==> config.mk <==
export PLATFORM = sky130hd
export DESIGN_NAME = alu_exec_unit
export DESIGN_NICKNAME = d
export VERILOG_FILES = /design/src/rtl/alu_exec_pkg.sv /design/src/rtl/alu_comb_core.sv /design/src/rtl/alu_exec_unit.sv
export SDC_FILE = /design/constraint.sdc
export NUM_CORES = 1
export LEC_CHECK = 0
export BUFFER_PORTS_ARGS = -buffer_cell sky130_fd_sc_hd__buf_4
export CORE_ASPECT_RATIO = 0.75
export CORE_MARGIN = 1
export CORE_UTILIZATION = 54
export DETAILED_ROUTE_END_ITERATION = 8
export PLACE_DENSITY = 0.85
export SYNTH_ARGS = -nofsm -noshare
export SYNTH_HDL_FRONTEND = slang
export SYNTH_HIERARCHICAL = 1
export SYNTH_SLANG_ARGS = --single-unit
export TNS_END_PERCENT = 50
==> constraint.sdc <==
create_clock -name clk -period 2.5 [get_ports clk]
set_clock_uncertainty 0.2 [all_clocks]
set_input_delay 0.125 -clock clk [delete_from_list [all_inputs] [get_ports clk]]
set_output_delay 0.125 -clock clk [all_outputs]
set_load 0.005 [all_outputs]
==> src/rtl/alu_exec_pkg.sv <==
// Shared op codes, widths and FSM state encoding for the execute-stage ALU.
// Optional signed-overflow detection is enabled with ALU_OVERFLOW_EN.
package alu_exec_pkg;

  localparam int unsigned DATA_WIDTH  = 32;
  localparam int unsigned SHAMT_WIDTH = 5;

  localparam logic [3:0] ALU_OP_SUB = 4'b0001;
  localparam logic [3:0] ALU_OP_OR  = 4'b0010;
  localparam logic [3:0] ALU_OP_ADD = 4'b0011;
  localparam logic [3:0] ALU_OP_LUI = 4'b0100;
  localparam logic [3:0] ALU_OP_SLL = 4'b0101;

  typedef enum logic [1:0] {
    ST_IDLE  = 2'd0,
    ST_SHIFT = 2'd1,
    ST_DONE  = 2'd2
  } alu_state_e;

endpackage

==> src/rtl/alu_comb_core.sv <==
// Combinational ADD/SUB/OR/LUI datapath with illegal-code and overflow flags.
// Overflow detection exists only when ALU_OVERFLOW_EN is defined.
module alu_comb_core #(
  parameter int unsigned DATA_WIDTH = 32
) (
  input  logic [3:0]            alu_operation_i,
  input  logic [DATA_WIDTH-1:0] a_i,
  input  logic [DATA_WIDTH-1:0] b_i,
  output logic [DATA_WIDTH-1:0] result_o,
  output logic                  illegal_o,
  output logic                  overflow_o
);
  import alu_exec_pkg::*;

  logic [DATA_WIDTH-1:0] sum;
  logic [DATA_WIDTH-1:0] diff;

  assign sum  = a_i + b_i;
  assign diff = a_i - b_i;

  always_comb begin
    result_o  = '0;
    illegal_o = 1'b0;
    case (alu_operation_i)
      ALU_OP_SUB: result_o = diff;
      ALU_OP_OR:  result_o = a_i | b_i;
      ALU_OP_ADD: result_o = sum;
      ALU_OP_LUI: result_o = b_i << 16;
      // Zero-length shift; multi-bit shifts are sequenced by the top level
      ALU_OP_SLL: result_o = b_i;
      default:    illegal_o = 1'b1;
    endcase
  end

`ifdef ALU_OVERFLOW_EN
  localparam int unsigned MSB = DATA_WIDTH - 1;

  always_comb begin
    overflow_o = 1'b0;
    case (alu_operation_i)
      ALU_OP_ADD: overflow_o = (a_i[MSB] == b_i[MSB]) && (sum[MSB] != a_i[MSB]);
      ALU_OP_SUB: overflow_o = (a_i[MSB] != b_i[MSB]) && (diff[MSB] != a_i[MSB]);
      default:    overflow_o = 1'b0;
    endcase
  end
`else
  assign overflow_o = 1'b0;
`endif

endmodule

==> src/rtl/alu_exec_unit.sv <==
// Execute-stage ALU: valid/ready in and out, registered result, iterative SLL.
// Signed-overflow flag is live only when ALU_OVERFLOW_EN is defined.
module alu_exec_unit #(
  parameter int unsigned DATA_WIDTH  = alu_exec_pkg::DATA_WIDTH,
  parameter int unsigned SHAMT_WIDTH = alu_exec_pkg::SHAMT_WIDTH
) (
  input  logic                   clk,
  input  logic                   reset,
  input  logic                   valid_i,
  output logic                   ready_o,
  input  logic [3:0]             alu_operation_i,
  input  logic [DATA_WIDTH-1:0]  a_i,
  input  logic [DATA_WIDTH-1:0]  b_i,
  input  logic [SHAMT_WIDTH-1:0] shamt_i,
  output logic                   valid_o,
  input  logic                   ready_i,
  output logic [DATA_WIDTH-1:0]  result_o,
  output logic                   zero_o,
  output logic                   illegal_o,
  output logic                   overflow_o
);
  import alu_exec_pkg::*;

  alu_state_e state_q;
  alu_state_e state_d;

  logic [DATA_WIDTH-1:0]  result_q;
  logic                   zero_q;
  logic                   illegal_q;
  logic                   overflow_q;
  logic [DATA_WIDTH-1:0]  acc_q;
  logic [SHAMT_WIDTH-1:0] cnt_q;

  logic [DATA_WIDTH-1:0]  core_result;
  logic                   core_illegal;
  logic                   core_overflow;
  logic [DATA_WIDTH-1:0]  single_res;
  logic [DATA_WIDTH-1:0]  acc_next;
  logic                   accept;
  logic                   is_sll;
  logic                   sll_multi;
  logic                   shift_last;

  alu_comb_core #(
    .DATA_WIDTH (DATA_WIDTH)
  ) u_core (
    .alu_operation_i (alu_operation_i),
    .a_i             (a_i),
    .b_i             (b_i),
    .result_o        (core_result),
    .illegal_o       (core_illegal),
    .overflow_o      (core_overflow)
  );

  assign accept     = valid_i && (state_q == ST_IDLE);
  assign is_sll     = (alu_operation_i == ALU_OP_SLL);
  assign sll_multi  = is_sll && (shamt_i > SHAMT_WIDTH'(1));
  assign single_res = (is_sll && (shamt_i == SHAMT_WIDTH'(1))) ? (b_i << 1) : core_result;
  assign acc_next   = acc_q << 1;
  assign shift_last = (cnt_q == SHAMT_WIDTH'(1));

  always_ff @(posedge clk or posedge reset) begin
    if (reset) begin
      state_q <= ST_IDLE;
    end else begin
      state_q <= state_d;
    end
  end

  always_comb begin
    state_d = state_q;
    ready_o = 1'b0;
    valid_o = 1'b0;
    case (state_q)
      ST_IDLE: begin
        ready_o = 1'b1;
        if (valid_i) begin
          state_d = sll_multi ? ST_SHIFT : ST_DONE;
        end
      end
      ST_SHIFT: begin
        if (shift_last) begin
          state_d = ST_DONE;
        end
      end
      ST_DONE: begin
        valid_o = 1'b1;
        if (ready_i) begin
          state_d = ST_IDLE;
        end
      end
      default: state_d = ST_IDLE;
    endcase
  end

  // The first shift happens on the accept edge, so an n-bit SLL delivers
  // its result n edges after accept (counter is loaded with n-1).
  always_ff @(posedge clk or posedge reset) begin
    if (reset) begin
      result_q   <= '0;
      zero_q     <= 1'b1;
      illegal_q  <= 1'b0;
      overflow_q <= 1'b0;
      acc_q      <= '0;
      cnt_q      <= '0;
    end else begin
      case (state_q)
        ST_IDLE: begin
          if (accept) begin
            if (sll_multi) begin
              acc_q      <= b_i << 1;
              cnt_q      <= shamt_i - 1'b1;
              illegal_q  <= 1'b0;
              overflow_q <= 1'b0;
            end else begin
              result_q   <= single_res;
              zero_q     <= (single_res == '0);
              illegal_q  <= core_illegal;
              overflow_q <= core_overflow;
            end
          end
        end
        ST_SHIFT: begin
          acc_q <= acc_next;
          cnt_q <= cnt_q - 1'b1;
          if (shift_last) begin
            result_q <= acc_next;
            zero_q   <= (acc_next == '0);
          end
        end
        default: begin
        end
      endcase
    end
  end

  assign result_o   = result_q;
  assign zero_o     = zero_q;
  assign illegal_o  = illegal_q;
  assign overflow_o = overflow_q;

endmodule

==> reports/results.ini, run 1 <==
[layout]
synthToLayoutAreaGrowth_pct=56.8
final_nets=1345
layout-drive-gt1-share=0.465
fillers=652

[setup_path]
worst_path_largest_cell_delay_ns=0.56
critPathLaunchType=input port
crit_buf_inv=2
crit_path_cell_trace=buf_12 > inv_12 > ha_4 > or4b_4 > or4b_4 > or3_4 > or4_4 > nor4_4 > nor2_1 > xor2_1 > ha_1 > a21oi_2 > o21ai_2 > a221o_1 > a221o_1 > a31oi_2 > xnor2_1 > o221ai_1 > nor4_1 > nand4_1 > o41ai_2 > o22a_1
cp.required_ns=2.58
worstPathArrival_ns=5.38
path_delay_family=simple AND/OR/NAND/NOR gates
worstPathMaxFanout=4
crit_slowest_cell=or4b_4
end_kind=flip-flop
criticalPathCategory=in -> reg

[synth]
synth.area.mux_share=0.0917
yosys.area_share.simple=0.184
synth_top_area_frac=0.247
syn_inst=879
synth_common_cells=nand2_1, a21oi_1, dfrtp_1
synth-adder-area-share=0.0776
synth_compound_area_frac=0.275
yosysMostFrequentCell=nand2_1
ys_seq_area_frac=0.251
synth_flop_cell=dfrtp_1
synth.largest_area_cell=dfrtp_1
syn_avg_cell_area_um2=8.18
ys_types=73
ys_ff_latch=72
syn-cell-area_mm2=0.00719
ys_warn_count=6
synthArstFlopShare=1.00
synth_top_family_by_area=compound AO/OA/AOI/OAI gates
synth.net_count=1000
synth-edff-count=0
yosys-top-cells-area=dfrtp_1, ha_1, a21oi_1
synth_xor_xnor_area_share=0.0731

[power]
power_density_mw_per_mm2=586
peakVddDrop_uv=570
p_leak_nw=5.55

[place]
dp.final_hpwl_um=22400
routabilityCongestion=0.976
numPortBuffers=113

[routing]
vias=9887
wl_per_cell_um=26.0
drt_iter0_markers=1588
drc=0
routed_wl_um=36400
drtPass1Iterations=8
route.antenna.remaining_nets=0
via_per_inst=7.06

[global_routing]
grt.total_usage=0.466
grt_pass1_vias=9047
grt_max_degree=73
overflow=0
antenna_found_initial=3
grt_pass1_wl_um=48800

[sta]
setup_ws_ns=-2.79
finalSetupViolations=31
slew-limit-headroom=0.502
whs_ns=0.0488
max_freq_ghz=0.189
tns_ns=-57.02
timing.final.crit_share=2.12
hold_viol_final=0
tightest_slew_ns=0.740
drv_slew=0
finalCriticalPeriod_ns=5.29
rsz0062_at_grt=yes

[clock_tree]
cts.clk_slew.worst_paths_ns=0.06
cts_buffers=9
clk_path_buf_depth=2
clockRootBuffer=clkbuf_16
insertion_delay_ns=0.33
cts.sinks=72
cts_tree=done
htree_num_levels=3

[job]
drv_cap=0

[floorplan]
die_y_um=102
placementRows=36
initial_core_util=0.554
coreArea_mm2=0.0130
ioPinCount=114
dieArea_mm2=0.0138
die_w_um=135

[status]
violations=setup timing
status=finished, violations left

[min_path]
min_path_type=in -> reg

## cells by family after synthesis
group | Yosys count
XOR/XNOR | 60
multiplexers | 62
flip-flops | 72
adder cells (fa/ha/maj) | 44
other | 1
AO/OA/AOI/OAI | 309
buffers and inverters | 70
AND/OR/NAND/NOR | 261
## area by class of cell
type | instances | area, µm² | area share
multi-input cells | 737 | 5810 | 0.516
clock buffers | 11 | 253 | 0.0224
repair buffers | 383 | 3010 | 0.267
flip-flops and latches | 72 | 1800 | 0.160
well taps | 171 | 214 | 0.0190
inverters | 21 | 96.3 | 0.00855
diodes | 1 | 2.50 | 0.000222
clock inverters | 5 | 78.8 | 0.00700
## registers in the layout, summed over array words and instances (netlist names)
register / cells
state_q: 2
illegal_o: 1
acc_q: 30
cnt_q: 5
zero_o: 1
result_o: 32
overflow_o: 1
## cell usage in the layout, fill, tap and decap left out, types with 8 or more instances in the layout
master / Yosys / layout
mux2_4: 0 / 11
nor2_1: 39 / 32
mux2i_1: 31 / 28
mux2_2: 31 / 20
a21oi_1: 107 / 85
o21ai_0: 55 / 20
buf_6: 6 / 14
nor3_1: 15 / 10
a21oi_2: 1 / 22
inv_1: 21 / 18
o21ai_2: 0 / 13
o31ai_1: 12 / 8
ha_1: 43 / 37
a21o_1: 45 / 45
o22ai_1: 15 / 12
buf_4: 5 / 361
clkbuf_16: 0 / 9
o21ai_1: 5 / 25
nand2_1: 118 / 110
xnor2_1: 40 / 32
dfrtp_1: 71 / 71
nand4_1: 12 / 12
o221ai_2: 0 / 11
xor2_1: 20 / 18
nor4_1: 20 / 20
or3_1: 8 / 8
## routing by layer
metal | up-vias | GRT usage | routed length (µm)
met3 | 370 | 0.150 | 5360
met4 | 0 | 0.246 | 2860
li1 | 3960 | - | -
met5 | - | 0 | 0
met1 | 4506 | 0.591 | 12800
met2 | 1051 | 0.713 | 15400
## metrics by stage
step	setup slack [ns]	utilization	cells	power, mW	instance area [µm²]
floorplan	-2.58	-	879	3.13	7280
global placement	-2.96	0.769	1356	4.34	9970
detailed placement	-3.14	0.769	1356	4.46	9970
CTS	-2.59	0.833	1386	6.11	10800
global route	-2.93	0.868	1400	6.80	11300
finish	-2.79	0.869	1401	6.60	11300
## where the power goes
group	switching, mW	total [mW]	internal [mW]	leakage [nW]
Combinational	1.60	3.15	1.56	4.47
Clock	0.518	1.45	0.927	0.165
Sequential	0.427	2.00	1.57	0.920
## path summary, 6_finish.rpt
| path | cells past startpoint | start | endpoint | slack [ns] |
|---|---|---|---|---|
| worst max-delay path | 22 | b_i[0] | zero_o$_DFFE_PP1P_ | -2.79 |
| worst min-delay path | 3 | shamt_i[0] | cnt_q[0]$_DFFE_PP0P_ | 0.05 |
| worst max register to register | 6 | state_q[1]$_DFFE_PP0P_ | acc_q[15]$_DFFE_PP0P_ | 0.03 |
| worst min register to register | 1 | illegal_o$_DFFE_PP0P_ | illegal_o$_DFFE_PP0P_ | 0.31 |
| max in group asynchronous | 4 | reset | zero_o$_DFFE_PP1P_ | 1.48 |
| min in group asynchronous | 4 | reset | result_o[7]$_DFFE_PP0P_ | 0.26 |
## what timing repair did
item	4_1_cts	5_1_grt
endpoints found under the hold margin	73	0
pin swaps	41	70
hold buffers	2	0
resized for setup	104	83
setup endpoints to repair	31	31
buffers inserted	16	18
## worst register-to-register path, delay by kind of cell (launching register included)
| family | cells | cell delay [ns] |
|---|---|---|
| AO/OA/AOI/OAI | 2 | 0.39 |
| buffers and inverters | 2 | 0.57 |
| flip-flops | 1 | 0.60 |
| AND/OR/NAND/NOR | 2 | 0.65 |
Power figures use the tool's default switching activity.
==> run 2: changes to the inputs <==
--- a/config.mk
+++ b/config.mk
@@ -5,11 +5,13 @@
 export SDC_FILE = /design/constraint.sdc
 export NUM_CORES = 1
 export LEC_CHECK = 0
+export ABC_CLOCK_PERIOD_IN_PS = 6800
 export BUFFER_PORTS_ARGS = -buffer_cell sky130_fd_sc_hd__buf_4
 export CORE_ASPECT_RATIO = 0.75
 export CORE_MARGIN = 1
 export CORE_UTILIZATION = 54
 export DETAILED_ROUTE_END_ITERATION = 8
+export GPL_TIMING_DRIVEN = 0
 export PLACE_DENSITY = 0.85
 export SYNTH_ARGS = -nofsm -noshare
 export SYNTH_HDL_FRONTEND = slang
==> constraint.sdc (replaced) <==
create_clock -name clk -period 6.8 [get_ports clk]
set_clock_uncertainty 0.2 [all_clocks]
set_input_delay 0.34 -clock clk [delete_from_list [all_inputs] [get_ports clk]]
set_output_delay 0.34 -clock clk [all_outputs]
set_load 0.005 [all_outputs]
==> run 2 against run 1 <==
Effect of this change:
- the flow finishes with violations (hold timing)
- total power shrank 71%
- sequential cell count is the same
- global-route usage shrank 11 points
- critical path depth grew 1
- clock power shrank 68%
- via count shrank 21%
- critical endpoint unchanged
- largest cell class unchanged
- largest power group unchanged
==> reports/results.ini, run 2 (synthesized netlist as in run 1, its figures left out) <==
[clock_tree]
post_cts_resized=0  ; -100%
cts.sinks=72  ; unchanged
htree_num_levels=3  ; unchanged
cts_buffers=9  ; unchanged
insertion_delay_ns=0.33  ; about the same
cts_setup_buffers=0  ; -16
clockRootBuffer=clkbuf_16
cts.clk_slew.worst_paths_ns=0.06  ; about the same
cts_tree=done
clk_path_buf_depth=2  ; unchanged

[layout]
layout-drive-gt1-share=0.199  ; -0.266
final_nets=1125  ; -16%
mostFrequentLayoutCells=nand2_1, buf_4, a21oi_1
layout.cells.non_filler=1181  ; -16%
largest_register_ffs=32  ; unchanged
fillers=1131  ; +73%
synthToLayoutAreaGrowth_pct=19.1
final_area_mm2=0.00856  ; -24%

[sta]
rsz0062_at_grt=no
hold_viol_final=18  ; +18
max_freq_ghz=0.160
timing.final.crit_share=0.918
finalSetupViolations=0  ; -100%
drv_slew=0  ; unchanged
slew-limit-headroom=0.184  ; -0.318
tightest_slew_ns=1.21  ; +0.467 ns
whs_ns=-0.00613  ; -0.0549 ns
finalCriticalPeriod_ns=6.24
tns_ns=0  ; +57.02 ns

[global_routing]
grt_pass1_vias=6779  ; -25%
grt_pass1_wl_um=37300  ; -24%
grt_max_degree=73  ; unchanged
grt.total_usage=0.358  ; -0.109
antenna_found_initial=1  ; -2
overflow=0  ; unchanged

[setup_path]
crit_path_cell_trace=buf_4 > inv_1 > ha_1 > or4b_4 > or4b_1 > or3_4 > or4_4 > nor4_4 > nor2_1 > xor2_1 > ha_1 > clkbuf_1 > a21oi_1 > o21ai_1 > a221o_1 > a221o_1 > a31oi_1 > xnor2_1 > o221ai_1 > nor4_1 > nand4_1 > o41ai_1 > o22a_1
r2r_slack_ns=4.52  ; +4.49 ns
worstPathArrival_ns=6.32  ; +0.94 ns
reg2reg_from=cnt_q[1]$_DFFE_PP0P_
end_kind=flip-flop
worst_path_largest_cell_delay_ns=0.59  ; +0.03 ns
crit_slowest_cell=or4b_1
reg2reg_to=result_o[16]$_DFFE_PP0P_
reg2reg_depth=6  ; unchanged
cp.required_ns=6.88  ; +4.30 ns
critPathLaunchType=input port
worstPathMaxFanout=9  ; +5
crit_start=b_i[0]
crit_end=zero_o$_DFFE_PP1P_
criticalPathCategory=in -> reg

[power]
power_density_mw_per_mm2=227  ; -61%
finalPower_mw=1.94  ; -71%
power_switching_uw=709  ; -72%
p_int_mw=1.23  ; -70%
clkPwrFrac=0.243  ; +0.024
peakVddDrop_uv=166  ; -71%
p_leak_nw=4.11  ; -26%
pwr-share-comb=0.396  ; -0.082
switching_share=0.366  ; -0.0197
p_seq_frac=0.361  ; +0.058

[routing]
drtPass1Iterations=9  ; +1
vias=7801  ; -21%
wl_per_cell_um=21.0  ; -19%
drc=0  ; unchanged
routed_wl_um=24800  ; -32%
via_per_inst=6.61  ; -6.4%
drt_iter0_markers=1230  ; -23%
route.antenna.remaining_nets=0  ; unchanged

[place]
post-place-cells=1163  ; -14%
routabilityCongestion=1.10  ; +13%
placed_area_mm2=0.00825  ; -17%
dp.final_hpwl_um=18900  ; -16%
numPortBuffers=113  ; unchanged

[job]
drv_cap=0  ; unchanged

[floorplan]
initial_core_util=0.554  ; unchanged
dieArea_mm2=0.0138  ; unchanged
placementRows=36  ; unchanged
die_w_um=135  ; unchanged
coreArea_mm2=0.0130  ; unchanged
die_y_um=102  ; unchanged
ioPinCount=114  ; unchanged

[status]
status=finished, violations left
violations=hold timing

[min_path]
min_path_type=in -> async

==> run 2: cell types whose count changed in the layout (fill, tap and decap cells not counted), sizes merged <==
cell / delta
dlygate4sd3: -1
clkbuf: +30
clkinvlp: +2
clkinv: +1
bufinv: -1
buf: -251
==> run 2: critical path: cells and delay by family <==
family                   cells  cell delay, ns
AO/OA/AOI/OAI                8            2.05
XOR/XNOR                     2            0.32
adder cells (fa/ha/maj)      2            0.45
buffers and inverters        3            0.47
AND/OR/NAND/NOR              8            2.68
==> run 2: worst min path at each step <==
stage | start | to | cells after the start
6_report | reset | result_o[27]$_DFFE_PP0P_ | 2
5_1_grt | reset | result_o[24]$_DFFE_PP0P_ | 2
4_1_cts | reset | result_o[19]$_DFFE_PP0P_ | 2
3_5_place_dp | acc_q[12]$_DFFE_PP0P_ | acc_q[12]$_DFFE_PP0P_ | 1
3_3_place_gp | acc_q[12]$_DFFE_PP0P_ | acc_q[12]$_DFFE_PP0P_ | 1
2_1_floorplan | ready_i | state_q[1]$_DFFE_PP0P_ | 1
==> run 2: area by class of cell <==
cell class | instances | area [µm²] | share of cell area
diodes | 1 | 2.50 | 0.000292
flip-flops and latches | 72 | 1800 | 0.211
inverters | 21 | 81.3 | 0.00950
repair buffers | 114 | 858 | 0.100
multi-input cells | 737 | 5050 | 0.590
well taps | 171 | 214 | 0.0250
plain buffers | 49 | 255 | 0.0298
clock buffers | 9 | 225 | 0.0263
clock inverters | 7 | 72.6 | 0.00848
==> run 2: metrics by stage <==
stage,setup slack (ns),util
2_1_floorplan,1.29,-
5_1_grt,0.307,0.660
6_report,0.559,0.660
3_3_place_gp,0.466,0.636
3_5_place_dp,0.385,0.636
4_1_cts,0.707,0.660
==> run 2: what timing repair did <==
action / CTS / global route
hold buffers: 1 / 0
hold endpoints to repair: 1 / 0
endpoints found under the setup margin: 0 / 0
==> run 2: layer usage <==
layer,GRT usage,vias up,wire (µm)
met5,0,-,0
met4,0.116,0,628
met3,0.114,76,3580
met2,0.502,593,10100
met1,0.516,3605,10400
li1,-,3527,-
==> run 2: power by group through the flow <==
stage | clock, mW | combinational, mW | sequential [mW]
3_3_place_gp | 0 | 0.727 | 0.694
2_1_floorplan | 0 | 0.470 | 0.672
5_1_grt | 0.487 | 0.828 | 0.715
4_1_cts | 0.470 | 0.751 | 0.695
6_report | 0.470 | 0.769 | 0.700
3_5_place_dp | 0 | 0.743 | 0.698
